$ cat src/rtl/sync_timing_ctrl_pkg.sv
// Shared constants, metric type and sequencer state encoding for the
// symbol-timing controller.
package sync_timing_ctrl_pkg;

  localparam int FFT_N  = 256;
  localparam int CP_LEN = 64;
  localparam int SYM_P  = FFT_N + CP_LEN;
  localparam int PH_W   = 9;

  typedef logic [15:0] metric_t;

  typedef enum logic [1:0] {
    WARM,
    FILL,
    SEARCH,
    TRACK
  } sync_state_e;

endpackage

$ cat src/rtl/sync_timing_ctrl_peak_tracker.sv
// Running max/argmax over a search window with strict-greater compare,
// so the first occurrence of the peak value wins.
module sync_timing_ctrl_peak_tracker #(
  parameter int VAL_W = 16,
  parameter int IDX_W = 9
) (
  input  logic             clk,
  input  logic             rst,
  input  logic             clr,
  input  logic             en,
  input  logic [VAL_W-1:0] value,
  input  logic [IDX_W-1:0] index,
  output logic [VAL_W-1:0] max_nxt,
  output logic [IDX_W-1:0] arg_nxt
);

  logic [VAL_W-1:0] max_q, max_d;
  logic [IDX_W-1:0] arg_q, arg_d;
  logic             take;

  // max_nxt/arg_nxt include the current sample so the owner can judge the
  // window on its final sample without an extra cycle.
  always_comb begin
    take    = en && (value > max_q);
    max_nxt = take ? value : max_q;
    arg_nxt = take ? index : arg_q;
    max_d   = clr ? '0 : max_nxt;
    arg_d   = clr ? '0 : arg_nxt;
  end

  always_ff @(posedge clk) begin
    if (rst) begin
      max_q <= '0;
      arg_q <= '0;
    end else begin
      max_q <= max_d;
      arg_q <= arg_d;
    end
  end

endmodule

$ cat src/rtl/sync_timing_ctrl.sv
// Symbol-timing sequencer: primes the delay line, searches for the CP
// correlation peak, then tracks FFT-window phase. SYNC_LOCK_STATS_EN adds
// lock-loss and symbol counters.
module sync_timing_ctrl #(
  parameter int FFT_N    = sync_timing_ctrl_pkg::FFT_N,
  parameter int CP_LEN   = sync_timing_ctrl_pkg::CP_LEN,
  parameter int METRIC_W = 16,
  parameter int MISS_MAX = 4,
  parameter int PH_W     = $clog2(FFT_N + CP_LEN)
) (
  input  logic                clk,
  input  logic                rst,
  input  logic                in_valid,
  input  logic [METRIC_W-1:0] metric,
  input  logic [METRIC_W-1:0] cfg_thresh,
  input  logic                resync,
  output logic                corr_en,
  output logic                sym_start,
  output logic [PH_W-1:0]     phase,
  output logic                locked,
  output logic [PH_W-1:0]     peak_pos
`ifdef SYNC_LOCK_STATS_EN
  ,
  output logic [7:0]          lock_loss_cnt,
  output logic [15:0]         sym_cnt
`endif
);

  import sync_timing_ctrl_pkg::*;

  localparam int              PERIOD     = FFT_N + CP_LEN;
  localparam logic [PH_W-1:0] WARM_LAST  = PH_W'(FFT_N - 1);
  localparam logic [PH_W-1:0] FILL_LAST  = PH_W'(CP_LEN - 1);
  localparam logic [PH_W-1:0] SYM_LAST   = PH_W'(PERIOD - 1);
  localparam logic [PH_W-1:0] LOAD_BASE  = PH_W'(PERIOD - 2);
  localparam logic [3:0]      MISS_LIMIT = 4'(MISS_MAX);

  sync_state_e         state_q, state_d;
  logic [PH_W-1:0]     cnt_q, cnt_d;
  logic [3:0]          miss_q, miss_d;
  logic                corr_en_q, corr_en_d;
  logic                sym_start_q, sym_start_d;
  logic                locked_q, locked_d;
  logic [PH_W-1:0]     phase_q, phase_d;
  logic [PH_W-1:0]     peak_pos_q, peak_pos_d;

  logic                pk_clr, pk_en;
  logic [METRIC_W-1:0] pk_max_nxt;
  logic [PH_W-1:0]     pk_arg_nxt;
  logic [PH_W-1:0]     cur_phase;
  logic [3:0]          miss_inc;
  logic                miss_drop;

  sync_timing_ctrl_peak_tracker #(
    .VAL_W (METRIC_W),
    .IDX_W (PH_W)
  ) u_peak (
    .clk     (clk),
    .rst     (rst),
    .clr     (pk_clr),
    .en      (pk_en),
    .value   (metric),
    .index   (cnt_q),
    .max_nxt (pk_max_nxt),
    .arg_nxt (pk_arg_nxt)
  );

  // NOTE: every signal gets a default before the case so no path leaves a
  // value unassigned, which would otherwise infer a latch.
  always_comb begin
    state_d     = state_q;
    cnt_d       = cnt_q;
    miss_d      = miss_q;
    corr_en_d   = corr_en_q;
    sym_start_d = 1'b0;
    locked_d    = locked_q;
    phase_d     = phase_q;
    peak_pos_d  = peak_pos_q;
    pk_clr      = 1'b0;
    pk_en       = 1'b0;
    miss_drop   = 1'b0;
    cur_phase   = (phase_q == SYM_LAST) ? '0 : phase_q + PH_W'(1);
    miss_inc    = miss_q + 4'd1;

    if (resync && (state_q == SEARCH || state_q == TRACK)) begin
      state_d  = SEARCH;
      cnt_d    = '0;
      miss_d   = '0;
      locked_d = 1'b0;
      pk_clr   = 1'b1;
    end else if (in_valid) begin
      unique case (state_q)
        WARM: begin
          if (cnt_q == WARM_LAST) begin
            state_d   = FILL;
            cnt_d     = '0;
            corr_en_d = 1'b1;
          end else begin
            cnt_d = cnt_q + PH_W'(1);
          end
        end
        FILL: begin
          if (cnt_q == FILL_LAST) begin
            state_d = SEARCH;
            cnt_d   = '0;
            pk_clr  = 1'b1;
          end else begin
            cnt_d = cnt_q + PH_W'(1);
          end
        end
        SEARCH: begin
          pk_en = 1'b1;
          if (cnt_q == SYM_LAST) begin
            pk_clr     = 1'b1;
            cnt_d      = '0;
            peak_pos_d = pk_arg_nxt;
            if (pk_max_nxt >= cfg_thresh) begin
              state_d  = TRACK;
              locked_d = 1'b1;
              miss_d   = '0;
              // Peak is the last CP sample, so it must land on phase P-1.
              phase_d  = (pk_arg_nxt == SYM_LAST) ? SYM_LAST : LOAD_BASE - pk_arg_nxt;
            end
          end else begin
            cnt_d = cnt_q + PH_W'(1);
          end
        end
        TRACK: begin
          phase_d     = cur_phase;
          sym_start_d = (cur_phase == '0);
          if (cur_phase == SYM_LAST) begin
            if (metric >= cfg_thresh) begin
              miss_d = '0;
            end else if (miss_inc == MISS_LIMIT) begin
              miss_drop = 1'b1;
              miss_d    = '0;
              state_d   = SEARCH;
              locked_d  = 1'b0;
              cnt_d     = '0;
              pk_clr    = 1'b1;
            end else begin
              miss_d = miss_inc;
            end
          end
        end
        default: state_d = WARM;
      endcase
    end
  end

  // NOTE: state uses non-blocking assignments so every flop samples the
  // pre-edge values regardless of statement order.
  always_ff @(posedge clk) begin
    if (rst) begin
      state_q     <= WARM;
      cnt_q       <= '0;
      miss_q      <= '0;
      corr_en_q   <= 1'b0;
      sym_start_q <= 1'b0;
      locked_q    <= 1'b0;
      phase_q     <= '0;
      peak_pos_q  <= '0;
    end else begin
      state_q     <= state_d;
      cnt_q       <= cnt_d;
      miss_q      <= miss_d;
      corr_en_q   <= corr_en_d;
      sym_start_q <= sym_start_d;
      locked_q    <= locked_d;
      phase_q     <= phase_d;
      peak_pos_q  <= peak_pos_d;
    end
  end

  assign corr_en   = corr_en_q;
  assign sym_start = sym_start_q;
  assign locked    = locked_q;
  assign phase     = phase_q;
  assign peak_pos  = peak_pos_q;

`ifdef SYNC_LOCK_STATS_EN
  logic [7:0]  loss_q, loss_d;
  logic [15:0] sym_cnt_q, sym_cnt_d;

  always_comb begin
    loss_d    = (miss_drop && loss_q != 8'hFF) ? loss_q + 8'd1 : loss_q;
    sym_cnt_d = sym_start_d ? sym_cnt_q + 16'd1 : sym_cnt_q;
  end

  always_ff @(posedge clk) begin
    if (rst) begin
      loss_q    <= '0;
      sym_cnt_q <= '0;
    end else begin
      loss_q    <= loss_d;
      sym_cnt_q <= sym_cnt_d;
    end
  end

  assign lock_loss_cnt = loss_q;
  assign sym_cnt       = sym_cnt_q;
`endif

endmodule
$ cat config.mk
export PLATFORM = sky130hd
export DESIGN_NAME = sync_timing_ctrl
export DESIGN_NICKNAME = d
export VERILOG_FILES = /design/src/rtl/sync_timing_ctrl_pkg.sv /design/src/rtl/sync_timing_ctrl_peak_tracker.sv /design/src/rtl/sync_timing_ctrl.sv
export SDC_FILE = /design/constraint.sdc
export NUM_CORES = 1
export LEC_CHECK = 0
export ABC_AREA = 1
export ABC_CLOCK_PERIOD_IN_PS = 3700
export BUFFER_PORTS_ARGS = -buffer_cell sky130_fd_sc_hd__buf_2
export CORE_MARGIN = 4
export CORE_UTILIZATION = 53
export DETAILED_ROUTE_END_ITERATION = 10
export HOLD_SLACK_MARGIN = 0.06
export MAX_ROUTING_LAYER = met4
export PLACE_DENSITY = 0.77
export SYNTH_ARGS = -nofsm -noshare
export SYNTH_HDL_FRONTEND = slang
export SYNTH_SLANG_ARGS = --single-unit
$ cat constraint.sdc
create_clock -name clk -period 3.7 [get_ports clk]
set_input_delay 0.37 -clock clk [delete_from_list [all_inputs] [get_ports clk]]
set_output_delay 0.37 -clock clk [all_outputs]
set_load 0.005 [all_outputs]
Yosys cells after proc, flatten, opt, wreduce, memory -nomap -nowiden
Cells that the tools add are included.

operators by class
  reduce and logical (&&, ||, !) cells = 18
  magnitude comparators = 3
  eq/ne operators = 24
  mux-type cells = 47
  add/sub/neg operators = 4
  bitwise gates (word level) = 3

operators by type and width
  kind                                           number
  two-way mux 9 bit                              11
  == test 9 bit, second input constant           4
  case mux 9 bit (4 select lines)                1
  greater-or-equal comparator 16 bit             2
  two-way mux 4 bit                              5
  adder 9 x 1 -> 9 bit, second input constant    2
  two-way mux 2 bit                              9
  case mux 9 bit (2 select lines)                1
  greater-than comparator 16 bit                 1
  two-way mux 16 bit                             1
  AND reduction 8 bit                            2
  two-way mux 1 bit                              15
  != test 3 x 1 -> 1 bit, second input constant  4
  AND reduction 4 bit                            3
  AND reduction 5 bit                            2
  == test 9 x 6 -> 1 bit, second input constant  1
  == test 9 x 8 -> 1 bit, second input constant  1
  zero test 9 bit                                1
  != test 3 bit, second input constant           3
  subtractor 9 bit, first input constant         1
  != test 2 x 1 -> 1 bit, second input constant  4
  case mux 2 bit (4 select lines)                1
  case mux 4 bit (2 select lines)                1
  AND reduction 7 bit                            1
  14 further kinds                               22

storage, ports and cells
  input bits = 36
  output and inout bits = 21
  register bits = 61
  word-level logic and storage cells = 110

Logic depth before layout (Yosys ltp)
Gate-level depths: netlist of run 1.

  depth in word-level cells = 12
  depth in mapped cells = 29
  mapped depth without buffers = 27

Cells and area by module
From an unflattened synthesis of run 1, not the netlist that was laid out.

unflattened totals
  cells, all modules = 794
  area total of the unflattened synthesis = 5007.3 um^2

by module, submodules not included
  module                         area an instance (um^2)  sequential area each (um^2)  cells each  times used
  sync_timing_ctrl               3331.9                   720.7                        526         1
  sync_timing_ctrl_peak_tracker  1675.4                   500.5                        268         1

Least setup slack after synthesis of run 1
No wires, ideal clock.

  path type = in2reg
  from = in metric[15]
  to = reg phase_q[2], in the netlist phase[2]
  setup time = 116 ps
  arrival = 3481 ps
  path slack = 103 ps
  path buffers = 2
  required time = 3584 ps
  stages = 26
  cell sequence = ha_1 > nand2_1 > nor2_1 > nand2_1 > nor2_1 > nand2_1 > nand4_2 > nand2_4 > buf_6 > clkbuf_1 > nand2_1 > o21ai_0 > ha_1 > nand2_1 > inv_1 > nand3_1 > nor3_1 > nand3_1 > nand4_1 > nand2_1 > inv_1 > nand2_1 > inv_1 > o211ai_1 > o211ai_1 > inv_1

on the way
  elaborated cells on any way between the ends = 13
  classes of those cells = 1 x add/sub; 2 x order compare; 2 x eq/ne; 6 x mux; 2 x reduce/logical

RTL lines
  element                                 RTL line                             text
  start: declaration                      sync_timing_ctrl.sv:14               input logic [METRIC_W-1:0] metric,
  greater-than comparator 16 bit          sync_timing_ctrl_peak_tracker.sv:24  take = en && (value > max_q);
  logical AND 1 bit                       sync_timing_ctrl_peak_tracker.sv:24
  two-way mux 16 bit (*)                  sync_timing_ctrl_peak_tracker.sv:25  max_nxt = take ? value : max_q;
  net pk_max_nxt[15]                      sync_timing_ctrl.sv:48               logic [METRIC_W-1:0] pk_max_nxt;
  greater-or-equal comparator 16 bit (*)  sync_timing_ctrl.sv:117              if (pk_max_nxt >= cfg_thresh) begin
  != test 2 x 1 -> 1 bit (no line) (*)    --
  AND reduction 5 bit (no line) (*)       --
  end signal: assignment                  sync_timing_ctrl.sv:170              phase_q <= phase_d;
  end: declaration                        sync_timing_ctrl.sv:44               logic [PH_W-1:0] phase_q, phase_d;

The timed path passes the listed nets; every way through them passes the cells marked *. The select of a mux whose other input is x is not followed.
A chain may end at the register's enable or synchronous reset.

Final worst setup path of run 1
  from = reg u_peak.max_q[15]
  to = reg phase_q[8], in the netlist phase[8]

on the way
  elaborated cells on any way between the ends = 13
  classes of those cells = 1 x add/sub; 2 x order compare; 2 x eq/ne; 6 x mux; 2 x reduce/logical

RTL lines
  element                                 RTL line                             text
  start: declaration                      sync_timing_ctrl_peak_tracker.sv:17  logic [VAL_W-1:0] max_q, max_d;
  start signal: assignment                sync_timing_ctrl_peak_tracker.sv:36  max_q <= max_d;
  greater-than comparator 16 bit          sync_timing_ctrl_peak_tracker.sv:24
  logical AND 1 bit                       sync_timing_ctrl_peak_tracker.sv:24
  two-way mux 16 bit (*)                  sync_timing_ctrl_peak_tracker.sv:25
  net pk_max_nxt[15]                      sync_timing_ctrl.sv:48
  greater-or-equal comparator 16 bit (*)  sync_timing_ctrl.sv:117
  != test 2 x 1 -> 1 bit (no line) (*)    --
  AND reduction 5 bit (no line) (*)       --

Marks and branches as above.

==> out/qor.yml, run 1 <==
detailed_routing:
  wl_per_cell_um: 13.0
  vias_per_cell: 5.26
  drcViolationCount: 0
  first_pass_iters: 5
  drt_iter0_markers: 279
  ant_nets: 0
  wl_um: 11300
  vias: 4558
timing:
  max_freq_mhz: 283
  drv_slew: 0
  tns_ns: 0
  finalClockSkew_ns: 0.0140
  worstMarginPinSlew_ns: 0.797
  min_period_over_period_pct: 95.4
  max_slew_margin_pct: 46.7
  setup_viol: 0
  hold_violations: 0
  min_period_ns: 3.53
global_routing:
  grt_use_total_pct: 23.2
  grt_max_degree: 34
  grt_pass1_wl_um: 18400
  antenna_found_initial: 0
  gr-total-overflow: 0
  grt_pass1_vias: 4191
worst_setup_path:
  cp_slowest_cell: "dfxtp_1"
  regToRegStartpoint: "u_peak.max_q[15]"
  regToRegEndpoint: "phase[8]"
  path_delay_family: "simple AND/OR/NAND/NOR gates"
  cp_max_fo: 8
  worstSetupStartpointType: "flip-flop"
  worstSetupPathType: "flip-flop to flip-flop"
  rrSetupSlack_ns: 0.17
  arrival_ns: 3.79
  crit_cells: 25
  critPathBufInv: 7
  r2r_cells: 25
  crit_required_ns: 3.96
  cpPeakStageDelay_ns: 0.34
  end_kind: "flip-flop"
clock_tree:
  insertion_delay_ns: 0.37
  cts_htree_levels: 3
  cts-root-buf: "clkbuf_8"
  clkTransAtPathRegs_ns: 0.08
  clock_path_buffers: 2
  clkSinkCount: 61
  cts_buffers: 9
  cts_tree: "built"
layout:
  drive_gt1_share_pct: 15.4
  fill_cells: 745
  diodes: 0
  synthToLayoutAreaGrowth_pct: 17.0
  nets: 850
placement:
  gp_congestion: 0.922
  io_buffer_count: 56
  dp_hpwl_um: 8310
run_status:
  status: "completed"
logic_synthesis:
  synth_top_family_by_area: "simple AND/OR/NAND/NOR gates"
  syn-num-nets: 778
  yosysWarnings: 0
  synth_compound_area_share_pct: 14.7
  synth_seq_area_share_pct: 27.3
  synth_async_sr_flop_share_pct: 0
  synth_edf_count: 0
  ys_ff_latch: 61
  synthFlopType: "dfxtp_1"
  syn-cell-area_sq_um: 4480
  synth_xor_area_share_pct: 2.15
  synth_fa_ha_area_share_pct: 15.9
  synthDistinctLibCells: 40
  postSynthCellCount: 685
  syn_avg_cell_area_sq_um: 6.53
  yosys.area_share.simple_pct: 27.4
  muxShareOfSynthArea_pct: 0
worst_hold_path:
  whs_path_depth: 2
  min_to: "corr_en"
  hold_start: "rst"
  min_path_type: "input pin to flip-flop"
floorplan:
  die_x_um: 99.9
  fp.dieH_um: 99.9
  ios: 57
  coreArea_sq_um: 8220
  fp-row-count: 33
  start_util_pct: 54.5
  die-area_sq_um: 9980
pwr:
  pwr-share-seq_pct: 45.8
  p_sw_mw: 0.483
  p_int_mw: 1.03
  p_sw_share_pct: 31.8
  p_leak_nw: 2.63
  vdd_drop_max_uv: 208
  cellPowerDensity_nw_per_um2: 290
  p_total_mw: 1.52
  clkPwrFrac_pct: 36.4
  p_comb_share_pct: 17.8
flow_run:
  drv_cap: 0
[timing repair]
item	in CTS	in global routing
hold buffers	0	0
cloned	0	4
setup endpoints to repair	10	15
buffers inserted	0	7
gates resized for setup	1	29
pin swaps	0	12
[metrics by stage]
stage                     area [sq um]  utilization, %  cells  setup WS [ns]  hold slack, ns
final                             5240            63.7    867          0.170           0.270
after global routing              5240            63.7    867        -0.0867           0.249
after CTS                         5060            61.6    856         0.0123           0.256
after detailed placement          4880            59.3    840         -0.191           0.463
after global placement            4880            59.3    840         0.0402           0.437
after floorplan                   4480               -    685          0.103           0.439
[per-layer routing]
| metal | GRT usage [%] | wire (um) |
|---|---|---|
| met5 | - | 0 |
| met4 | 5.78 | 152 |
| met3 | 5.00 | 668 |
| met2 | 37.7 | 5270 |
| met1 | 29.5 | 5220 |
[flip-flops by register name, summed over array words and instances (netlist names)]
| name | count |
|---|---|
| miss_q | 4 |
| phase | 9 |
| u_peak.arg_q | 9 |
| peak_pos | 9 |
| u_peak.max_q | 16 |
| cnt_q | 9 |
| corr_en | 1 |
| sym_start | 1 |
| state_q | 2 |
| locked | 1 |
[power groups by stage]
stage	clock network [mW]	logic, mW	registers, mW
floorplan	0	0.168	0.704
global placement	0	0.236	0.708
detailed placement	0	0.246	0.709
CTS	0.556	0.249	0.694
global route	0.595	0.308	0.697
finish	0.553	0.269	0.695
[cell usage in the layout (no fill, tap or decap), types with 8 or more instances in the layout]
cell type  synthesis  final
o21ai_1            5     10
buf_4              0     11
o21ai_0           48     42
ha_1              57     57
buf_2              3     56
nand3_1           40     39
nor2_1            77     73
a21oi_1           51     50
clkbuf_8           0     10
nand2_1          142    139
xor2_1             8      8
dfxtp_1           61     61
inv_1            132    129
[how the worst max path moves through the flow]
stage,startpoint,endpoint,slack [ns]
after floorplan,metric[15],phase[2],0.10
after global placement,metric[15],phase[2],0.04
after detailed placement,metric[15],phase[2],-0.19
after CTS,u_peak.max_q[15],phase[2],0.01
after global routing,u_peak.max_q[15],phase[2],-0.09
final,u_peak.max_q[15],phase[8],0.17
[final cells by class]
class / count / area, sq um / area share [%]
clock buffers: 11 / 141 / 2.70
clock inverters: 5 / 36.3 / 0.693
repair inverters: 1 / 7.51 / 0.143
flip-flops and latches: 61 / 1220 / 23.3
multi-input cells: 480 / 2790 / 53.3
inverters: 135 / 509 / 9.73
well taps: 105 / 131 / 2.51
repair buffers: 69 / 398 / 7.60
[logic make-up (layout without fill, tap and decap cells)]
family                   Yosys count  count (layout)
adder cells (fa/ha/maj)           57              57
buffers and inverters            147             221
flip-flops                        61              61
AO/OA/AOI/OAI                    121             121
XOR/XNOR                          11              11
AND/OR/NAND/NOR                  288             291
[cell usage after synthesis (3+ instances only)]
cell	number	area share, %
xor2_1	8	1.6
nand3_1	40	4.5
o21ai_0	48	5.4
ha_1	57	16
a21oi_1	51	5.7
nor2_2	3	0.42
o21ai_1	5	0.56
inv_2	3	0.25
xnor2_1	3	0.59
inv_1	132	11
buf_2	3	0.34
nand4_1	6	0.84
o211ai_1	7	1.2
nor2_1	77	6.5
nand3b_1	3	0.50
nor3_1	6	0.67
clkbuf_1	6	0.50
nand2_1	142	12
dfxtp_1	61	27
(Power assumes the default switching activity.)
==> run 2, diff against run 1 <==
--- a/config.mk
+++ b/config.mk
@@ -8,6 +8,7 @@
 export ABC_AREA = 1
 export ABC_CLOCK_PERIOD_IN_PS = 3700
 export BUFFER_PORTS_ARGS = -buffer_cell sky130_fd_sc_hd__buf_2
+export CORE_ASPECT_RATIO = 0.8
 export CORE_MARGIN = 4
 export CORE_UTILIZATION = 53
 export DETAILED_ROUTE_END_ITERATION = 10
==> out/qor.yml, run 2 (synthesis results as in run 1) <==
worst_setup_path:
  regToRegStartpoint: "u_peak.max_q[11]"
  rrSetupSlack_ns: 0.23
  crit_required_ns: 3.98
  regToRegEndpoint: "phase[3]"
  worstSetupStartpointType: "flip-flop"
  cp_max_fo: 8
  worstSetupPathType: "flip-flop to flip-flop"
  arrival_ns: 3.75
  r2r_cells: 25
  end_kind: "flip-flop"
layout:
  diodes: 0
  largest_register_ffs: 16
  synthToLayoutAreaGrowth_pct: 14.9
  nets: 846
  top_register: "u_peak.max_q"
  final_common_cell: "nand2_1"
  drive_gt1_share_pct: 14.5
  finish.instance_area_sq_um: 5140
  mostFrequentLayoutCells: "140 x nand2_1, 129 x inv_1, 75 x nor2_1"
  instances_no_fill: 866
detailed_routing:
  vias_per_cell: 5.19
  drt_iter0_markers: 363
  first_pass_iters: 5
  drcViolationCount: 0
  wl_um: 11300
  vias: 4491
  ant_nets: 0
  wl_per_cell_um: 13.1
timing:
  min_period_ns: 3.47
  worstMarginPinSlew_ns: 0.829
  setup_viol: 0
  hold_violations: 0
  drv_slew: 0
  max_freq_mhz: 288
  rsz0062_at_grt: "no"
  min_period_over_period_pct: 93.9
  hold_ws_ns: 0.277
  finalClockSkew_ns: 0.0114
  max_slew_margin_pct: 44.5
flow_run:
  drv_cap: 0
placement:
  dp_hpwl_um: 8560
  place_inst: 845
  io_buffer_count: 56
  gp_congestion: 0.895
  place_area_sq_um: 4890
worst_hold_path:
  min_to: "corr_en"
  min_path_type: "input pin to flip-flop"
  whs_path_depth: 2
  hold_start: "rst"
global_routing:
  grt_pass1_vias: 4255
  grt_max_degree: 26
  grt_use_total_pct: 23.1
  grt_pass1_wl_um: 19100
  antenna_found_initial: 0
  gr-total-overflow: 0
clock_tree:
  clkTransAtPathRegs_ns: 0.07
  cts_buffers: 9
  clock_path_buffers: 2
  clkSinkCount: 61
  cts_tree: "built"
  cts-root-buf: "clkbuf_8"
  cts_htree_levels: 3
  insertion_delay_ns: 0.34
floorplan:
  fp-row-count: 29
  ios: 57
  die-area_sq_um: 9990
  coreArea_sq_um: 8090
  start_util_pct: 55.3
  die_x_um: 111
  fp.dieH_um: 90.2
pwr:
  p_leak_nw: 2.60
  vdd_drop_max_uv: 191
  cellPowerDensity_nw_per_um2: 284
run_status:
  status: "completed"
## run 2: changes by cell type in the layout (fill, tap and decap cells not counted), moves of 2 or more
cell	delta
clkinv_2	+3
o21ai_0	-6
nor2_1	+2
buf_6	+2
clkinvlp_4	-2
o21ai_1	+5
buf_4	-3
## run 2: final cells by class
cell class	instances	area, sq um
clock inverter	5	27.5
timing repair buffer	66	363
inverter	135	507
timing repair inverter	1	7.51
fill	737	2950
tap	108	135
multi-input combinational	479	2750
sequential	61	1220
clock buffer	11	131
## run 2: worst max-delay path by stage
stage                           startpoint  slack (ns)  endpoint
after floorplan                 metric[15]        0.10  phase[2]
after global placement          metric[15]       0.009  phase[2]
after detailed placement        metric[15]       -0.04  phase[2]
after CTS                 u_peak.max_q[13]        0.09  phase[2]
after global routing       u_peak.max_q[7]        0.01  phase[2]
final                     u_peak.max_q[11]        0.23  phase[3]
## run 2: routing by layer
metal	vias to the layer above	GRT usage, %	part of all wire [%]
met3	18	3.76	4.4
met5	-	-	0
met4	0	6.15	1.4
li1	2315	-	-
met1	2030	31.0	49
met2	128	36.2	45
## run 2: timing repair
action	CTS	global route
setup endpoints to repair	0	16
hold endpoints to repair	0	0
buffers inserted	0	2
resized for setup	0	29
hold buffers	0	0
## run 2: through the flow
stage	util, %	setup TNS (ns)	setup slack, ns	total power [mW]
after floorplan	-	0	0.103	0.872
after global placement	60.5	0	0.00949	0.945
after detailed placement	60.5	-0.0481	-0.0430	0.956
after CTS	62.5	0	0.0934	1.46
after global routing	63.5	0	0.0146	1.54
final	63.5	0	0.227	1.46
## run 2: power breakdown
| group | switching (mW) | internal [mW] |
|---|---|---|
| sequential | 0.0217 | 0.674 |
| clock | 0.266 | 0.238 |
| combinational | 0.165 | 0.0967 |
## run 2: critical path: stages, from the launching register on
cell and delay, ns:
dfxtp_1 0.35, inv_1 0.05, ha_1 0.28, nand2_1 0.10, nor2_1 0.05, nand2_1 0.09
nor2_2 0.05, buf_4 0.13, a21oi_4 0.25, nand2_2 0.15, nand2_1 0.09, o21ai_1 0.08
ha_1 0.27, nand2_1 0.05, inv_1 0.05, nand3_1 0.10, nor3_2 0.25, nand3_1 0.15
nand4_1 0.14, nand2_2 0.08, inv_2 0.09, nand2_2 0.11, buf_6 0.16, nor2_1 0.09
o21ai_1 0.08, a21oi_1 0.12
==> run 3, diff against run 2 <==
--- a/config.mk
+++ b/config.mk
@@ -10,11 +10,12 @@
 export BUFFER_PORTS_ARGS = -buffer_cell sky130_fd_sc_hd__buf_2
 export CORE_ASPECT_RATIO = 0.8
 export CORE_MARGIN = 4
-export CORE_UTILIZATION = 53
+export CORE_UTILIZATION = 55
+export CTS_BUF_LIST = sky130_fd_sc_hd__clkbuf_4 sky130_fd_sc_hd__clkbuf_8
 export DETAILED_ROUTE_END_ITERATION = 10
 export HOLD_SLACK_MARGIN = 0.06
 export MAX_ROUTING_LAYER = met4
-export PLACE_DENSITY = 0.77
+export PLACE_DENSITY = 0.79
 export SYNTH_ARGS = -nofsm -noshare
 export SYNTH_HDL_FRONTEND = slang
 export SYNTH_SLANG_ARGS = --single-unit
==> out/qor.yml, run 3 (synthesis results as in run 1) <==
global_routing:
  gr-max-usage-layer: "met2"
  gr-usage-met2_pct: 39.3
  grt_max_degree: 26
  met3_usage_pct: 5.40
  antenna_found_initial: 0
  grt_use_met1_pct: 32.0
  grt_use_total_pct: 24.7
  grt_pass1_vias: 4364
  grt_pass1_wl_um: 18700
  gr-total-overflow: 0
timing:
  max_slew_margin_pct: 42.9
  tns_ns: 0
  drv_slew: 0
  setup_viol: 0
  finalClockSkew_ns: 0.00734
  hold_violations: 0
  min_period_over_period_pct: 93.8
  max_freq_mhz: 288
  min_period_ns: 3.47
  worstMarginPinSlew_ns: 0.853
worst_setup_path:
  worstSetupPathType: "flip-flop to flip-flop"
  arrival_ns: 3.71
  end_kind: "flip-flop"
  crit_required_ns: 3.94
  worstSetupStartpointType: "flip-flop"
  cp_max_fo: 8
detailed_routing:
  wl_per_cell_um: 12.9
  wl_um: 11200
  first_pass_iters: 5
  ant_nets: 0
  drt_iter0_markers: 276
  vias: 4557
  drcViolationCount: 0
  vias_per_cell: 5.26
layout:
  drive_gt1_share_pct: 14.5
  fill_cells: 718
  nets: 847
  instances_no_fill: 866
  finish.instance_area_sq_um: 5200
  diodes: 0
  largest_register_ffs: 16
  synthToLayoutAreaGrowth_pct: 16.1
  top_register: "u_peak.max_q"
  mostFrequentLayoutCells: "142 x nand2_1, 129 x inv_1, 74 x nor2_1"
  final_common_cell: "nand2_1"
floorplan:
  start_util_pct: 56.6
  fp-row-count: 29
  coreArea_sq_um: 7910
  die-area_sq_um: 9650
  fp.dieH_um: 88.7
  die_x_um: 109
  ios: 57
placement:
  place_area_sq_um: 4890
  gp_congestion: 0.901
  dp_hpwl_um: 8530
  io_buffer_count: 56
  place_inst: 845
pwr:
  p_comb_share_pct: 17.1
  pwr-share-seq_pct: 45.4
  cellPowerDensity_nw_per_um2: 295
  p_int_mw: 1.08
  p_sw_mw: 0.449
  p_leak_nw: 2.63
  clkPwrFrac_pct: 37.5
  p_sw_share_pct: 29.4
  vdd_drop_max_uv: 211
clock_tree:
  clkTransAtPathRegs_ns: 0.07
  cts_htree_levels: 3
  cts_tree: "built"
  clkSinkCount: 61
  clock_path_buffers: 2
  insertion_delay_ns: 0.35
  cts-root-buf: "clkbuf_8"
  cts_buffers: 9
run_status:
  status: "completed"
worst_hold_path:
  min_path_type: "input pin to flip-flop"
flow_run:
  drv_cap: 0
## run 3: routing by layer
metal | wire, um | vias up | part of all wire, %
li1 | - | 2330 | -
met1 | 5340 | 2105 | 48
met2 | 5150 | 102 | 46
met3 | 532 | 20 | 4.8
met4 | 160 | 0 | 1.4
met5 | 0 | - | 0
## run 3: path summary, 6_finish.rpt
| check | from | endpoint | slack, ns | cells past startpoint |
|---|---|---|---|---|
| setup reg to reg | u_peak.max_q[15] | phase[3] | 0.23 | 23 |
| setup / recovery | u_peak.max_q[15] | phase[3] | 0.23 | 23 |
| hold / removal | rst | phase[3] | 0.28 | 2 |
| hold reg to reg | corr_en | corr_en | 0.45 | 2 |
## run 3: critical path, stage by stage, from the launching register on
cell and delay [ns]:
dfxtp_1 0.33, inv_1 0.05, ha_1 0.29, nand2_1 0.11, nor2_2 0.05, nand2_1 0.08, nor2_2 0.05, buf_4 0.13
a21oi_4 0.17, buf_4 0.18, nand2_4 0.08, o21ai_0 0.30, ha_1 0.31, nand2_1 0.13, o21ai_0 0.12, a21oi_2 0.23
nand4_1 0.13, nand2_1 0.10, inv_2 0.06, nand2_1 0.10, buf_4 0.17, nor2_1 0.05, o21ai_1 0.07, a21oi_1 0.07
## run 3: what timing repair did
item	4_1_cts	5_1_grt
pin swaps	0	7
buffers inserted	0	4
endpoints found under the setup margin	1	15
gates resized for setup	1	21
hold buffers	0	0
gates cloned	0	2
## run 3: final cells by class
type	count	area, sq um	area share [%]
timing repair buffer	68	387	7.44
clock inverter	5	52.6	1.01
clock buffer	10	131	2.53
inverter	135	507	9.75
tap	108	135	2.60
sequential	61	1220	23.5
multi-input combinational	479	2760	53.2
## run 3: power groups by stage
stage,logic (mW),registers [mW],clock network (mW)
after floorplan,0.168,0.704,0
after global placement,0.236,0.708,0
after detailed placement,0.247,0.709,0
after CTS,0.249,0.694,0.583
after global routing,0.300,0.697,0.618
final,0.262,0.695,0.573
## run 3: metrics by stage
stage	utilization [%]	setup WS (ns)	power [mW]	hold WS, ns
after global routing	65.7	-0.0384	1.62	0.285
after global placement	61.9	0.125	0.944	0.439
final	65.7	0.228	1.53	0.275
after detailed placement	61.9	-0.106	0.955	0.442
after CTS	64.3	0.0357	1.53	0.259
after floorplan	-	0.103	0.872	0.439
